==> config.mk <==
export PLATFORM = sky130hd
export DESIGN_NAME = ps2_host_tx_flat
export DESIGN_NICKNAME = d
export VERILOG_FILES = /design/src/rtl/ps2_host_tx_if.sv /design/src/rtl/ps2_host_tx.sv /design/src/flat_wrapper.sv
export SDC_FILE = /design/constraint.sdc
export NUM_CORES = 1
export LEC_CHECK = 0
export BUFFER_PORTS_ARGS = -buffer_cell sky130_fd_sc_hd__buf_2
export CAP_MARGIN = 20
export CORE_MARGIN = 5
export CORE_UTILIZATION = 50
export CTS_BUF_LIST = sky130_fd_sc_hd__clkbuf_8
export CTS_CLUSTER_DIAMETER = 40
export DETAILED_ROUTE_END_ITERATION = 7
export PLACE_DENSITY = 0.7
export SYNTH_ARGS = -nofsm -noshare
export SYNTH_HDL_FRONTEND = slang
export SYNTH_SLANG_ARGS = --single-unit
==> constraint.sdc <==
create_clock -name board_clk -period 2.4 [get_ports board_clk]
set_input_delay 0.24 -clock board_clk [delete_from_list [all_inputs] [get_ports board_clk]]
set_output_delay 0.24 -clock board_clk [all_outputs]
set_load 0.01 [all_outputs]
==> src/rtl/ps2_host_tx_if.sv <==
// Request/status bundle between a command source and ps2_host_tx.
interface ps2_host_tx_if;
  logic [7:0] tx_data;
  logic       tx_valid;
  logic       tx_ready;
  logic       tx_done;
  logic       tx_err;
  logic [1:0] err_code;
  logic       busy;

  modport master (
    output tx_data, tx_valid,
    input  tx_ready, tx_done, tx_err, err_code, busy
  );

  modport slave (
    input  tx_data, tx_valid,
    output tx_ready, tx_done, tx_err, err_code, busy
  );
endinterface

==> src/rtl/ps2_host_tx.sv <==
// PS/2 host-to-device command transmitter driving open-drain clock/data pins.
// Define PS2_TX_ACK_CHECK_EN to report a missing device ack as tx_err (code 2).
module ps2_host_tx #(
    parameter int INHIBIT_CYCLES = 6000,
    parameter int START_CYCLES   = 16,
    parameter int TIMEOUT_CYCLES = 750000
) (
    input  logic          board_clk,
    input  logic          reset,
    ps2_host_tx_if.slave  host,
    input  logic          ps2_clk_in,
    input  logic          ps2_data_in,
    output logic          ps2_clk_oe,
    output logic          ps2_data_oe
);

    localparam logic [5:0] S_IDLE    = 6'b000001;
    localparam logic [5:0] S_INHIBIT = 6'b000010;
    localparam logic [5:0] S_START   = 6'b000100;
    localparam logic [5:0] S_SHIFT   = 6'b001000;
    localparam logic [5:0] S_ACK     = 6'b010000;
    localparam logic [5:0] S_WAIT    = 6'b100000;

    localparam int PMAX = (INHIBIT_CYCLES > START_CYCLES) ? INHIBIT_CYCLES : START_CYCLES;
    localparam int PW   = $clog2(PMAX + 1);
    localparam int WW   = $clog2(TIMEOUT_CYCLES + 1);

    logic          clk_s1, clk_s2, clk_prev;
    logic          data_s1, data_s2;
    logic [5:0]    state;
    logic [PW-1:0] phase_cnt;
    logic [WW-1:0] wdog;
    logic [9:0]    shreg;
    logic [3:0]    bitcnt;
    logic          data_oe_r;
    logic [1:0]    code_r;
    logic          fall, accept, watched, timeout_hit, line_idle, finish, nack_err;

    // Synchronisers preset high so reset never manufactures a falling edge.
    always_ff @(posedge board_clk) begin
        if (reset) begin
            clk_s1   <= 1'b1;
            clk_s2   <= 1'b1;
            clk_prev <= 1'b1;
            data_s1  <= 1'b1;
            data_s2  <= 1'b1;
        end else begin
            clk_s1   <= ps2_clk_in;
            clk_s2   <= clk_s1;
            clk_prev <= clk_s2;
            data_s1  <= ps2_data_in;
            data_s2  <= data_s1;
        end
    end

    assign fall        = clk_prev & ~clk_s2;
    assign accept      = host.tx_valid && (state == S_IDLE);
    assign watched     = (state == S_SHIFT) || (state == S_ACK) || (state == S_WAIT);
    assign timeout_hit = watched && (wdog == WW'(TIMEOUT_CYCLES));
    assign line_idle   = clk_s2 && data_s2;
    assign finish      = (state == S_WAIT) && line_idle && !timeout_hit;

`ifdef PS2_TX_ACK_CHECK_EN
    logic ack_bad;
    assign nack_err = finish && ack_bad;

    always_ff @(posedge board_clk) begin
        if (reset)
            ack_bad <= 1'b0;
        else if ((state == S_ACK) && fall)
            ack_bad <= data_s2;
    end
`else
    assign nack_err = 1'b0;
`endif

    assign host.tx_ready = (state == S_IDLE);
    assign host.busy     = (state != S_IDLE);
    assign host.tx_done  = finish && !nack_err;
    assign host.tx_err   = timeout_hit || nack_err;
    // Error code is shown live in the pulse cycle and held from the register afterwards.
    assign host.err_code = timeout_hit ? 2'd1 : (nack_err ? 2'd2 : code_r);

    assign ps2_clk_oe  = (state == S_INHIBIT) || (state == S_START);
    assign ps2_data_oe = data_oe_r && !timeout_hit;

    always_ff @(posedge board_clk) begin
        if (reset) begin
            state     <= S_IDLE;
            phase_cnt <= '0;
            wdog      <= '0;
            shreg     <= '0;
            bitcnt    <= '0;
            data_oe_r <= 1'b0;
            code_r    <= 2'd0;
        end else begin
            if (!watched || fall)
                wdog <= '0;
            else
                wdog <= wdog + 1'b1;

            case (state)
                S_IDLE: begin
                    if (accept) begin
                        state     <= S_INHIBIT;
                        shreg     <= {1'b1, ~^host.tx_data, host.tx_data};
                        phase_cnt <= '0;
                        code_r    <= 2'd0;
                    end
                end
                S_INHIBIT: begin
                    if (phase_cnt == PW'(INHIBIT_CYCLES - 1)) begin
                        state     <= S_START;
                        phase_cnt <= '0;
                        data_oe_r <= 1'b1;
                    end else begin
                        phase_cnt <= phase_cnt + 1'b1;
                    end
                end
                S_START: begin
                    if (phase_cnt == PW'(START_CYCLES - 1)) begin
                        state  <= S_SHIFT;
                        bitcnt <= '0;
                    end else begin
                        phase_cnt <= phase_cnt + 1'b1;
                    end
                end
                S_SHIFT: begin
                    // Falls 1..10 present D0..D7, parity, stop from the LSB of the frame.
                    if (fall) begin
                        data_oe_r <= ~shreg[0];
                        shreg     <= shreg >> 1;
                        bitcnt    <= bitcnt + 1'b1;
                        if (bitcnt == 4'd9)
                            state <= S_ACK;
                    end
                end
                S_ACK: begin
                    if (fall)
                        state <= S_WAIT;
                end
                S_WAIT: begin
                    if (line_idle) begin
                        state  <= S_IDLE;
                        code_r <= nack_err ? 2'd2 : 2'd0;
                    end
                end
                default: state <= S_IDLE;
            endcase

            if (timeout_hit) begin
                state     <= S_IDLE;
                data_oe_r <= 1'b0;
                code_r    <= 2'd1;
            end
        end
    end

endmodule

==> src/flat_wrapper.sv <==
// flat-port wrapper written by rule: the top's interface ports become plain ports
module ps2_host_tx_flat 
#(
    parameter int INHIBIT_CYCLES = 6000,
    parameter int START_CYCLES   = 16,
    parameter int TIMEOUT_CYCLES = 750000
)
  (board_clk, reset, ps2_clk_in, ps2_data_in, ps2_clk_oe, ps2_data_oe, host_tx_data, host_tx_valid, host_tx_ready, host_tx_done, host_tx_err, host_err_code, host_busy);
  ps2_host_tx_if host_i ();
  input  logic board_clk;
  input  logic reset;
  input  logic ps2_clk_in;
  input  logic ps2_data_in;
  output logic ps2_clk_oe;
  output logic ps2_data_oe;
  input wire logic [$bits(host_i.tx_data)-1:0] host_tx_data;
  input wire logic [$bits(host_i.tx_valid)-1:0] host_tx_valid;
  output wire logic [$bits(host_i.tx_ready)-1:0] host_tx_ready;
  output wire logic [$bits(host_i.tx_done)-1:0] host_tx_done;
  output wire logic [$bits(host_i.tx_err)-1:0] host_tx_err;
  output wire logic [$bits(host_i.err_code)-1:0] host_err_code;
  output wire logic [$bits(host_i.busy)-1:0] host_busy;
  assign host_i.tx_data = host_tx_data;
  assign host_i.tx_valid = host_tx_valid;
  assign host_tx_ready = host_i.tx_ready;
  assign host_tx_done = host_i.tx_done;
  assign host_tx_err = host_i.tx_err;
  assign host_err_code = host_i.err_code;
  assign host_busy = host_i.busy;
  ps2_host_tx #(.INHIBIT_CYCLES(INHIBIT_CYCLES), .START_CYCLES(START_CYCLES), .TIMEOUT_CYCLES(TIMEOUT_CYCLES)) u_core (.board_clk(board_clk), .reset(reset), .host(host_i), .ps2_clk_in(ps2_clk_in), .ps2_data_in(ps2_data_in), .ps2_clk_oe(ps2_clk_oe), .ps2_data_oe(ps2_data_oe));
endmodule
# After elaboration in Yosys (flattened, before gate mapping)
# Cells that the tools add are included.
classes:
  n_mux: 26
  bitwise_logic: 3
  addsub: 3
  n_eq_ne: 21
  n_reduce_logical: 28
ops:
  columns: ["cell", "count"]
  rows:
  - ["6-bit 2-to-1 mux", 7]
  - ["13-bit 2-to-1 mux", 3]
  - ["13-bit case mux with 3 select lines", 1]
  - ["6-bit case mux with 6 select lines", 1]
  - ["20-bit by 1-bit adder with 20-bit output, second input constant", 1]
  - ["20-bit == test, second input constant", 1]
  - ["10-bit 2-to-1 mux", 2]
  - ["10-bit case mux with 2 select lines", 1]
  - ["3-bit AND reduction", 6]
  - ["13-bit by 1-bit adder with 13-bit output, second input constant", 1]
  - ["13-bit == test, second input constant", 1]
  - ["13-bit by 4-bit == test with 1-bit output, second input constant", 1]
  - ["4-bit 2-to-1 mux", 2]
  - ["2-bit by 1-bit inequality test with 1-bit output, second input constant", 4]
  - ["2-bit inequality test, second input constant", 4]
  - ["4-bit case mux with 2 select lines", 1]
  - ["2-bit nonzero test", 4]
  - ["8-bit XNOR reduction", 1]
  - ["7-bit AND reduction", 1]
  - ["6-bit by 1-bit == test with 1-bit output, second input constant", 1]
  - ["6-bit by 2-bit == test with 1-bit output, second input constant", 1]
  - ["6-bit by 3-bit == test with 1-bit output, second input constant", 1]
  - ["6-bit by 4-bit == test with 1-bit output, second input constant", 1]
  - ["6-bit by 5-bit == test with 1-bit output, second input constant", 1]
  - ["other kinds (16)", 33]
totals:
  input_bits: 13
  word_cells: 94
  out_inout_bits: 8
  reg_bits: 61

# Depth between registers and ports, before layout
# Gate-level depths: netlist (run 1).
logic_depth:
  depth_word: 6
  ltp_mapped: 8
  ltp_nobuf: 6

# Worst setup path after synthesis (run 1)
# OpenSTA, ideal clock, no wires.
synth_timing:
  path_type: "reg2reg"
  from: "reg u_core.state[5]"
  to: "reg u_core.phase_cnt[9]"
  n_path_buf: 1
  stages_incl_launch_ff: 7
  t_arrival_ns: 1.894
  path_slack_ns: 0.435
  path_cell_list: "dfxtp_1 buf_6 or4_4 o22ai_4 o211ai_4 or4_1 a21oi_1"
synth_via:
  elab_chain_cells: 4
  word_cells_on_any_way: 9
  classes_between: "5 x eq/ne; 1 x mux; 3 x reduce/logical"
synth_lines:
  columns: ["element", "line", "source"]
  rows:
  - ["start: declaration", "ps2_host_tx.sv:30", "logic [5:0] state;"]
  - ["start signal: assignment", "ps2_host_tx.sv:89", "state <= S_IDLE;"]
  - ["start signal: assignment", "ps2_host_tx.sv:105", "state <= S_INHIBIT;"]
  - ["start signal: assignment", "ps2_host_tx.sv:113", "state <= S_START;"]
  - ["6-bit by 1-bit == test with 1-bit output", "ps2_host_tx.sv:57, ps2_host_tx.sv:102", null]
  - ["1-bit logical AND", "ps2_host_tx.sv:57", "assign accept = host.tx_valid && (state == S_IDLE);"]
  - ["2-bit by 1-bit inequality test with 1-bit output (no source line)", null, null]
  - ["3-bit AND reduction (no source line)", null, null]
  - ["end signal: assignment", "ps2_host_tx.sv:117", "phase_cnt <= phase_cnt + 1'b1;"]
  - ["end signal: assignment", "ps2_host_tx.sv:125", "phase_cnt <= phase_cnt + 1'b1;"]
  - ["end: declaration", "ps2_host_tx.sv:31", "logic [PW-1:0] phase_cnt;"]
# Several ways; a longest one is shown, not always the timed one.
# A chain may end at the register's enable or synchronous reset.

# Final worst setup path (run 1)
layout_timing:
  from: "reg u_core.wdog[4]"
  to: "out ps2_data_oe"
layout_via:
  elab_chain_cells: 4
layout_lines:
  columns: ["element", "line", "source"]
  rows:
  - ["start: declaration", "ps2_host_tx.sv:32", "logic [WW-1:0] wdog;"]
  - ["start signal: assignment", "ps2_host_tx.sv:100", "wdog <= wdog + 1'b1;"]
  - ["20-bit == test", "ps2_host_tx.sv:59", "assign timeout_hit = watched && (wdog == WW'(TIMEOUT_CYCLES));"]
  - ["1-bit logical AND", "ps2_host_tx.sv:59", null]
  - ["1-bit logical NOT", "ps2_host_tx.sv:85", "assign ps2_data_oe = data_oe_r && !timeout_hit;"]
  - ["1-bit logical AND", "ps2_host_tx.sv:85", null]
  - ["end: declaration", "flat_wrapper.sv:15", "output logic ps2_data_oe;"]
# No other way between the ends.

==> impl_metrics.env, run 1 <==
export IMPL_grt_first_pass_wirelength_um=11110
export IMPL_synth_edf_count=0
export IMPL_period_share_pct=96.15
export IMPL_clkLatencyLatePin_ps=340
export IMPL_fillCellCount=542
export IMPL_peakVddDrop_v=0.0006503
export IMPL_htreeDepth=3
export IMPL_start_util_pct=51.65
export IMPL_via_per_inst=5.562
export IMPL_avgSynthCellArea_um2=8.542
export IMPL_num_rows=28
export IMPL_pin_count=21
export IMPL_endpoint_kind="output port"
export IMPL_yosysUniqueCellTypes=53
export IMPL_drive_gt1_share_pct=17.80
export IMPL_layout_nets=395
export IMPL_slowest_delay_ps=470
export IMPL_r2r_cells=5
export IMPL_hold_ws_ps=86.08
export IMPL_postRouteAntennaNets=0
export IMPL_syn_to_final_growth_pct=13.63
export IMPL_syn_cell_area_um2=3058
export IMPL_hpwl_um=4388
export IMPL_fmax_mhz=433.4
export IMPL_critPathCapture="ps2_data_oe"
export IMPL_drv_cap=0
export IMPL_grt_max_degree=22
export IMPL_drt_total_wl_um=6308
export IMPL_wl_met2_um=2843
export IMPL_reg2reg_to="u_core.phase_cnt[10]"
export IMPL_arrival_ps=2070
export IMPL_setup_viol=0
export IMPL_drt_met1_wl_um=3082
export IMPL_synthMuxAreaShare_pct=2.946
export IMPL_relSlewSlack_pct=52.45
export IMPL_numCtsBuffers=9
export IMPL_fp_dieW_um=88.21
export IMPL_postCtsSetupRepairBufs=0
export IMPL_worstPathRequired_ps=2160
export IMPL_drc=0
export IMPL_synthArstFlopShare_pct=0
export IMPL_worst_slew_pin_slew_ps=706.7
export IMPL_maxUsedRoutingLayer="met4"
export IMPL_status="finished clean"
export IMPL_worstSetupStartpointType="register"
export IMPL_dominantRegCellSynth="dfxtp_1"
export IMPL_criticalPathCategory="register to output port"
export IMPL_diodes=0
export IMPL_grt_use_total_pct=18.11
export IMPL_setup_ws_ps=92.51
export IMPL_path_clk_slew_ps=70
export IMPL_drtIter0Drc=141
export IMPL_syn_num_nets=376
export IMPL_finClkSkew_ps=10.38
export IMPL_die_y_um=88.21
export IMPL_yosys_area_share_simple_pct=27.25
export IMPL_synth_fa_ha_area_share_pct=2.046
export IMPL_pre_cts_slack_ps=246.0
export IMPL_cts_root_buf="clkbuf_8"
export IMPL_wl_met3_um=328
export IMPL_layout_common_cells="nor2_1 (53), dfxtp_1 (53), xor2_1 (20)"
export IMPL_hold_viol=0
export IMPL_first_pass_iters=4
export IMPL_cp_cell_sequence="nand2_1 -> or4_4 -> or4_4 -> and2_1 -> buf_2"
export IMPL_core_um2=5921
export IMPL_crit_top_cell="or4_4"
export IMPL_leakagePower_nw=1.333
export IMPL_powerDensity_nw_per_um2=747.2
export IMPL_avgRoutedWirePerCell_um=13.80
export IMPL_overflow=0
export IMPL_slowest_stage="or4_4"
export IMPL_cp_startpoint="u_core.wdog[4]"
export IMPL_period_minus_slack_ps=2307
export IMPL_worstHoldPathType="input pin to register"
export IMPL_syn_inst=358
export IMPL_synth_compound_area_share_pct=13.95
export IMPL_crit_fanout=5
export IMPL_synth_xor_area_share_pct=10.02
export IMPL_drv_slew=0
export IMPL_r2r_slack_ps=260
export IMPL_synth_top_family_by_area="simple AND/OR/NAND/NOR gates"
export IMPL_io_buffers=19
export IMPL_gp_congestion=0.8545
export IMPL_synth_seq_area_share_pct=39.28
export IMPL_cts_tree="yes"
export IMPL_vias=2542
export IMPL_r2r_start="u_core.state[5]"
export IMPL_yosys_warnings=0
export IMPL_dieArea_um2=7780
export IMPL_cts_path_max_buffers=2
export IMPL_grt_pass1_vias=2412
export IMPL_ys_ff_latch=60
export IMPL_clock_sinks=60
export IMPL_antenna_found_initial=0
export IMPL_fin_setup_tns_ps=0
==> Yosys cell counts, types with 2 or more instances <==
cell / number / area share [%]
dfxtp_1: 60 / 39
nor2_1: 53 / 6.5
nand2_1: 20 / 2.5
xor2_1: 20 / 5.7
nand3_1: 18 / 2.9
xnor2_1: 15 / 4.3
inv_1: 13 / 1.6
a21oi_1: 12 / 2.0
a211oi_1: 11 / 2.7
and3_1: 10 / 2.0
clkbuf_1: 9 / 1.1
mux2i_1: 9 / 2.9
nor3_1: 9 / 1.5
o21ai_0: 8 / 1.3
nand4_1: 7 / 1.4
nor4_1: 7 / 1.4
or3_1: 6 / 1.2
buf_2: 5 / 0.82
ha_1: 5 / 2.0
or2_2: 5 / 1.0
and2_1: 4 / 0.82
nand2b_1: 4 / 0.82
nor2b_1: 4 / 0.82
o211ai_1: 4 / 0.98
nand3b_1: 3 / 0.74
o2111ai_1: 3 / 0.86
or4_1: 3 / 0.74
buf_4: 2 / 0.49
nor3b_1: 2 / 0.49
o21ai_2: 2 / 0.57
o31ai_1: 2 / 0.49
or4_4: 2 / 0.74
==> through the flow <==
step | instance area [um^2] | utilization [%] | power [mW] | std cells
detailed placement | 3207 | 54.16 | 1.594 | 441
floorplan | 3058 | - | 1.486 | 358
CTS | 3437 | 58.05 | 2.597 | 457
finish | 3475 | 58.69 | 2.596 | 457
global placement | 3207 | 54.16 | 1.581 | 441
global route | 3475 | 58.69 | 2.732 | 457
==> sequential cells by signal, summed over array words and instances (netlist names) <==
signal,count
u_core.data_s2,1
u_core.shreg,10
u_core.wdog,20
u_core.clk_s2,1
u_core.clk_s1,1
u_core.data_s1,1
u_core.clk_prev,1
u_core.state,6
u_core.data_oe_r,1
u_core.bitcnt,4
u_core.code_r,1
u_core.phase_cnt,13
==> kinds of logic (layout without fill, tap and decap cells) <==
logic type / count (synthesis) / count (layout)
muxes: 9 / 9
AOI/OAI and AO/OA: 57 / 57
adders and majority gates: 5 / 5
other: 1 / 1
DFF: 60 / 60
xor gates and xnor gates: 35 / 35
and+or+nand+nor: 161 / 161
buffers and inverters: 30 / 54
==> how the worst min path moves through the flow <==
stage                              start              to  slack (ps)  cells past startpoint
after floorplan               ps2_clk_in   u_core.clk_s1         340                      1
after global placement    u_core.data_s1  u_core.data_s2         390                      1
after detailed placement   u_core.clk_s1   u_core.clk_s2         400                      1
after CTS                     ps2_clk_in   u_core.clk_s1          70                      2
after global routing         ps2_data_in  u_core.data_s1          70                      2
final                         ps2_clk_in   u_core.clk_s1          90                      2
==> routing by layer <==
| layer | global-route usage [%] | up-vias |
|---|---|---|
| met5 | 0 | - |
| met4 | 6.319 | 0 |
| met3 | 5.550 | 4 |
| met2 | 28.08 | 47 |
| met1 | 23.91 | 1192 |
| li1 | - | 1299 |
==> report_power, final <==
part           switching (mW)  internal, mW  total [mW]
sequential             0.0796          1.06        1.14
clock                   0.399         0.604        1.00
combinational           0.257         0.197       0.454
==> layout make-up <==
| class | instances | area, um^2 | share of cell area (%) |
|---|---|---|---|
| multi-input cells | 268 | 1760 | 50.67 |
| inverters | 13 | 48.80 | 1.404 |
| clock buffers | 10 | 137.6 | 3.961 |
| well taps | 75 | 93.84 | 2.701 |
| clock inverters | 6 | 78.83 | 2.269 |
| flip-flops and latches | 60 | 1215 | 34.97 |
| repair buffers | 25 | 140.1 | 4.033 |
==> critical path, delay by kind of cell, from the launching register on <==
kind / cells / cell delay (ps)
buf+inv: 1 / 130
flops: 1 / 400
simple gates: 4 / 1210
==> timing repair <==
item,in CTS,in global routing
gates resized for setup,6,13
hold buffers,0,0
cloned,0,0
endpoints found under the setup margin,3,7
endpoints found under the hold margin,0,0
(Power assumes the default switching activity.)
==> run 2, diff against run 1 <==
Settings changed: PLACE_DENSITY 0.7 to 0.73.
Clock period 2.4 ns to 2.1 ns, I/O delays scaled along.
==> run 2 against run 1 <==
The flow now finishes with violations (setup timing). Core utilization up 7.3 points. First-iteration DRC count down 23%. Combinational power up 67%. Setup slack worse by 290 ps. Count of clock-buffer cells in the layout up 3. Hold slack worse by 41 ps. Die area unchanged. Largest power group unchanged. Highest routed layer unchanged.
==> impl_metrics.env, run 2 (same netlist as run 1, synthesis figures left out) <==
export IMPL_cp_startpoint="u_core.state[0]"
export IMPL_htreeDepth=3
export IMPL_hold_end="u_core.data_s1"
export IMPL_arrival_ps=2090
export IMPL_first_pass_iters=4
export IMPL_postRouteAntennaNets=0
export IMPL_path_clk_slew_ps=70
export IMPL_criticalPathCategory="register to output port"
export IMPL_num_rows=28
export IMPL_final_util_pct=66.02
export IMPL_fp_dieW_um=88.21
export IMPL_design_area_um2=3909
export IMPL_drv_slew=0
export IMPL_cts_root_buf="clkbuf_8"
export IMPL_reg_top3="u_core.wdog (20), u_core.phase_cnt (13), u_core.shreg (10)"
export IMPL_place_area_um2=3372
export IMPL_drt_total_wl_um=7222
export IMPL_worstSetupStartpointType="register"
export IMPL_grt_use_total_pct=19.54
export IMPL_syn_to_final_growth_pct=27.82
export IMPL_layoutNonFillerInstCount=499
export IMPL_endpoint_kind="output port"
export IMPL_grt_pass1_vias=2692
export IMPL_avgRoutedWirePerCell_um=14.47
export IMPL_fin_setup_tns_ps=-446.8
export IMPL_grt_first_pass_wirelength_um=12070
export IMPL_r2r_slack_ps=90
export IMPL_hold_viol=0
export IMPL_leakagePower_nw=1.549
export IMPL_layout_nets=437
export IMPL_vias=2770
export IMPL_r2r_cells=5
export IMPL_powerDensity_nw_per_um2=811.1
export IMPL_hp_start="ps2_data_in"
export IMPL_clkLatencyLatePin_ps=350
export IMPL_grt_max_degree=22
export IMPL_min_path_cells=2
export IMPL_worstPathRequired_ps=1890
export IMPL_start_util_pct=51.65
export IMPL_worst_slew_pin_slew_ps=588.3
export IMPL_setup_viol=4
export IMPL_cts_tree="yes"
export IMPL_placed_cells=463
export IMPL_hold_ws_ps=44.90
export IMPL_setup_ws_ps=-200.3
export IMPL_total_power_mw=3.170
export IMPL_io_buffers=19
export IMPL_pin_count=21
export IMPL_via_per_inst=5.551
export IMPL_slowest_delay_ps=620
export IMPL_reg2reg_to="u_core.phase_cnt[9]"
export IMPL_period_share_pct=109.5
export IMPL_drv_cap=0
export IMPL_regMostFlops="u_core.wdog"
export IMPL_slowest_stage="or4_4"
export IMPL_final_common_cell="nor2_1"
export IMPL_numCtsBuffers=9
export IMPL_pre_cts_slack_ps=46.97
export IMPL_cp_cell_sequence="nor3_2 -> o311ai_2 -> or4_4 -> and2_4 -> buf_6"
export IMPL_ctsHoldBuffers=0
export IMPL_finClkSkew_ps=7.858
export IMPL_worstHoldPathType="input pin to register"
export IMPL_antenna_found_initial=0
export IMPL_dieArea_um2=7780
export IMPL_core_um2=5921
export IMPL_hpwl_um=4739
export IMPL_clock_sinks=60
export IMPL_r2r_start="u_core.state[0]"
export IMPL_peakVddDrop_v=0.0006712
export IMPL_period_minus_slack_ps=2300
export IMPL_rsz0062_at_grt="yes"
export IMPL_drive_gt1_share_pct=30.19
export IMPL_overflow=0
export IMPL_crit_fanout=7
export IMPL_status="finished, violations left"
export IMPL_violations="setup timing"
export IMPL_gp_congestion=0.8723
export IMPL_relSlewSlack_pct=60.42
export IMPL_layout_common_cells="nor2_1 (53), dfxtp_1 (48), buf_4 (47)"
export IMPL_drtIter0Drc=108
export IMPL_largest_register_ffs=20
export IMPL_die_y_um=88.21
export IMPL_fmax_mhz=434.7
export IMPL_drc=0
export IMPL_diodes=0
export IMPL_cts_path_max_buffers=2
[run 2: cell count changes in the layout (fill, tap and decap cells not counted), sizes merged]
cell | previous run | this run
clkinv | 3 | 1
buf | 25 | 67
bufinv | 2 | 1
clkinvlp | 0 | 1
inv | 14 | 13
clkbuf | 10 | 13
[run 2: area by class of cell]
class                           instances  area [um^2]
Clock buffer                           13        178.9
Clock inverter                          3        42.54
Fill cell                             461         2012
Inverter                               13        48.80
Multi-Input combinational cell        268         1827
Sequential cell                        60         1231
Tap cell                               75        93.84
Timing Repair Buffer                   67        486.7
[run 2: worst max path at each step]
stage                                 endpoint  slack [ps]  depth (start not counted)
after floorplan            u_core.phase_cnt[9]         140                          6
after global placement    u_core.phase_cnt[10]         110                          5
after detailed placement           ps2_data_oe          50                          5
after CTS                          ps2_data_oe        -130                          4
after global routing               ps2_data_oe        -240                          5
final                              ps2_data_oe        -200                          5
[run 2: timing repair]
item	CTS	global route
pin swaps	1	7
gates resized for setup	21	25
setup buffers	6	14
endpoints found under the setup margin	4	18
[run 2: per-layer routing]
layer,GRT usage [%],part of all wire (%),vias to the layer above
li1,-,-,1396
met1,24.31,46,1304
met2,32.22,48,52
met3,3.387,3.6,18
met4,10.16,2.9,0
met5,0,0,-
[run 2: critical path: cells and delay by family (launching register included)]
| family | cells | cell delay (ps) |
|---|---|---|
| compound gates | 1 | 170 |
| buf+inv | 1 | 110 |
| flops | 1 | 380 |
| simple gates | 3 | 1080 |
[run 2: power breakdown]
| part | leakage [nW] | total, mW | internal, mW | switching [mW] |
|---|---|---|---|---|
| sequential | 0.494 | 1.28 | 1.21 | 0.0678 |
| combinational | 0.943 | 0.757 | 0.379 | 0.378 |
| clock | 0.112 | 1.14 | 0.675 | 0.461 |
==> run 3, diff against run 2 <==
Settings changed: CORE_ASPECT_RATIO set to 1.1, PLACE_DENSITY 0.73 to 0.71.
==> run 3 against run 2 <==
The flow still finishes with violations (setup timing). Largest power group unchanged. Die area about the same. Critical endpoint is now host_err_code[0]. Non-clock buffer count down 9. Largest cell class unchanged. Final cell count down 2.0%. Critical path depth up 1. Clock skew about the same. Count of clock-buffer cells in the layout down 3. Wire length down 7.8%. First-iteration DRC count up 83%. Sequential power about the same.
==> impl_metrics.env, run 3 (same netlist as run 1, synthesis figures left out) <==
export IMPL_status="finished, violations left"
export IMPL_violations="setup timing"
export IMPL_layoutNonFillerInstCount=489
export IMPL_fillCellCount=474
export IMPL_vias=2652
export IMPL_worstSetupStartpointType="register"
export IMPL_total_power_mw=2.973
export IMPL_path_clk_slew_ps=70
export IMPL_drc=0
export IMPL_crit_fanout=7
export IMPL_leakagePower_nw=1.497
export IMPL_clkLatencyLatePin_ps=330
export IMPL_layout_common_cells="nor2_1 (53), dfxtp_1 (48), buf_4 (37)"
export IMPL_cts_root_buf="clkbuf_8"
export IMPL_layout_nets=428
export IMPL_setup_viol=3
export IMPL_final_common_cell="nor2_1"
export IMPL_place_area_um2=3374
export IMPL_relSlewSlack_pct=58.28
export IMPL_dieArea_um2=7782
export IMPL_setup_ws_ps=-98.15
export IMPL_pin_count=21
export IMPL_postRouteAntennaNets=0
export IMPL_drt_total_wl_um=6658
export IMPL_grt_pass1_vias=2548
export IMPL_arrival_ps=1990
export IMPL_clock_sinks=60
export IMPL_grt_use_total_pct=18.01
export IMPL_drtIter0Drc=198
export IMPL_fp_dieW_um=84.57
export IMPL_cts_tree="yes"
export IMPL_drive_gt1_share_pct=25.97
export IMPL_worst_slew_pin_slew_ps=620.1
export IMPL_endpoint_kind="output port"
export IMPL_worstHoldPathType="input pin to register"
export IMPL_criticalPathCategory="register to output port"
export IMPL_design_area_um2=3742
export IMPL_reg_top3="u_core.wdog (20), u_core.phase_cnt (13), u_core.shreg (10)"
export IMPL_period_share_pct=104.7
export IMPL_htreeDepth=3
export IMPL_finClkSkew_ps=8.060
export IMPL_regMostFlops="u_core.wdog"
export IMPL_diodes=0
export IMPL_powerDensity_nw_per_um2=794.5
export IMPL_via_per_inst=5.423
export IMPL_placed_cells=465
export IMPL_drv_slew=0
export IMPL_cts_path_max_buffers=2
export IMPL_worstPathRequired_ps=1890
export IMPL_core_um2=5842
export IMPL_peakVddDrop_v=0.0006383
export IMPL_final_util_pct=64.06
export IMPL_syn_to_final_growth_pct=22.38
export IMPL_hpwl_um=4646
export IMPL_overflow=0
export IMPL_rsz0062_at_grt="yes"
export IMPL_avgRoutedWirePerCell_um=13.62
export IMPL_first_pass_iters=4
export IMPL_die_y_um=92.02
export IMPL_period_minus_slack_ps=2198
export IMPL_largest_register_ffs=20
export IMPL_drv_cap=0
export IMPL_hold_viol=0
export IMPL_num_rows=29
export IMPL_grt_max_degree=22
export IMPL_fmax_mhz=454.9
export IMPL_gp_congestion=0.9634
export IMPL_grt_first_pass_wirelength_um=11440
export IMPL_io_buffers=19
export IMPL_antenna_found_initial=0
export IMPL_numCtsBuffers=9
export IMPL_start_util_pct=52.35
run 3: worst max-delay path: stages (launching register included):
cell	delay [ps]
dfxtp_1	390
nor3_1	220
o311ai_1	160
or4_4	570
buf_6	140
nand2b_1	60
buf_2	130
run 3: area by class of cell:
| type | instances | area, um^2 | share of cell area [%] |
|---|---|---|---|
| Tap cell | 77 | 96.34 | 2.574 |
| Sequential cell | 60 | 1221 | 32.63 |
| Clock inverter | 3 | 40.04 | 1.070 |
| Multi-Input combinational cell | 268 | 1788 | 47.78 |
| Inverter | 13 | 48.80 | 1.304 |
| Timing Repair Buffer | 58 | 410.4 | 10.97 |
| Clock buffer | 10 | 137.6 | 3.678 |
run 3: repair_timing:
| action | in CTS | in global routing |
|---|---|---|
| setup endpoints to repair | 4 | 21 |
| pin swaps | 6 | 6 |
| buffers inserted | 7 | 4 |
| hold endpoints to repair | 0 | 0 |
| hold buffers | 0 | 0 |
| gates resized for setup | 22 | 9 |
run 3: metal layers:
| metal | vias up | share of wire (%) | track usage [%] |
|---|---|---|---|
| li1 | 1371 | - | - |
| met1 | 1210 | 48 | 23.59 |
| met2 | 60 | 45 | 27.22 |
| met3 | 11 | 4.6 | 5.197 |
| met4 | 0 | 2.2 | 8.575 |
| met5 | - | 0 | 0 |
run 3: report_power, final:
| part | internal, mW | switching, mW |
|---|---|---|
| sequential | 1.21 | 0.0653 |
| clock | 0.556 | 0.422 |
| combinational | 0.358 | 0.359 |
run 3: final timing paths:
kind                   startpoint                  end  slack [ps]  depth (start not counted)
setup / recovery  u_core.state[0]     host_err_code[0]        -100                          6
hold / removal        ps2_data_in       u_core.data_s1          60                          2
setup reg to reg  u_core.state[0]  u_core.phase_cnt[9]         110                          5
hold reg to reg    u_core.data_s1       u_core.data_s2         410                          1
run 3: through the flow:
stage                     TNS, ps  hold slack [ps]  worst slack (ps)
final                      -225.8            58.21            -98.15
after detailed placement        0            393.6             63.88
after global routing       -540.4            48.54            -198.9
after CTS                  -367.1            47.84            -147.8
after floorplan                 0            313.8             135.4
after global placement          0            391.5             108.4
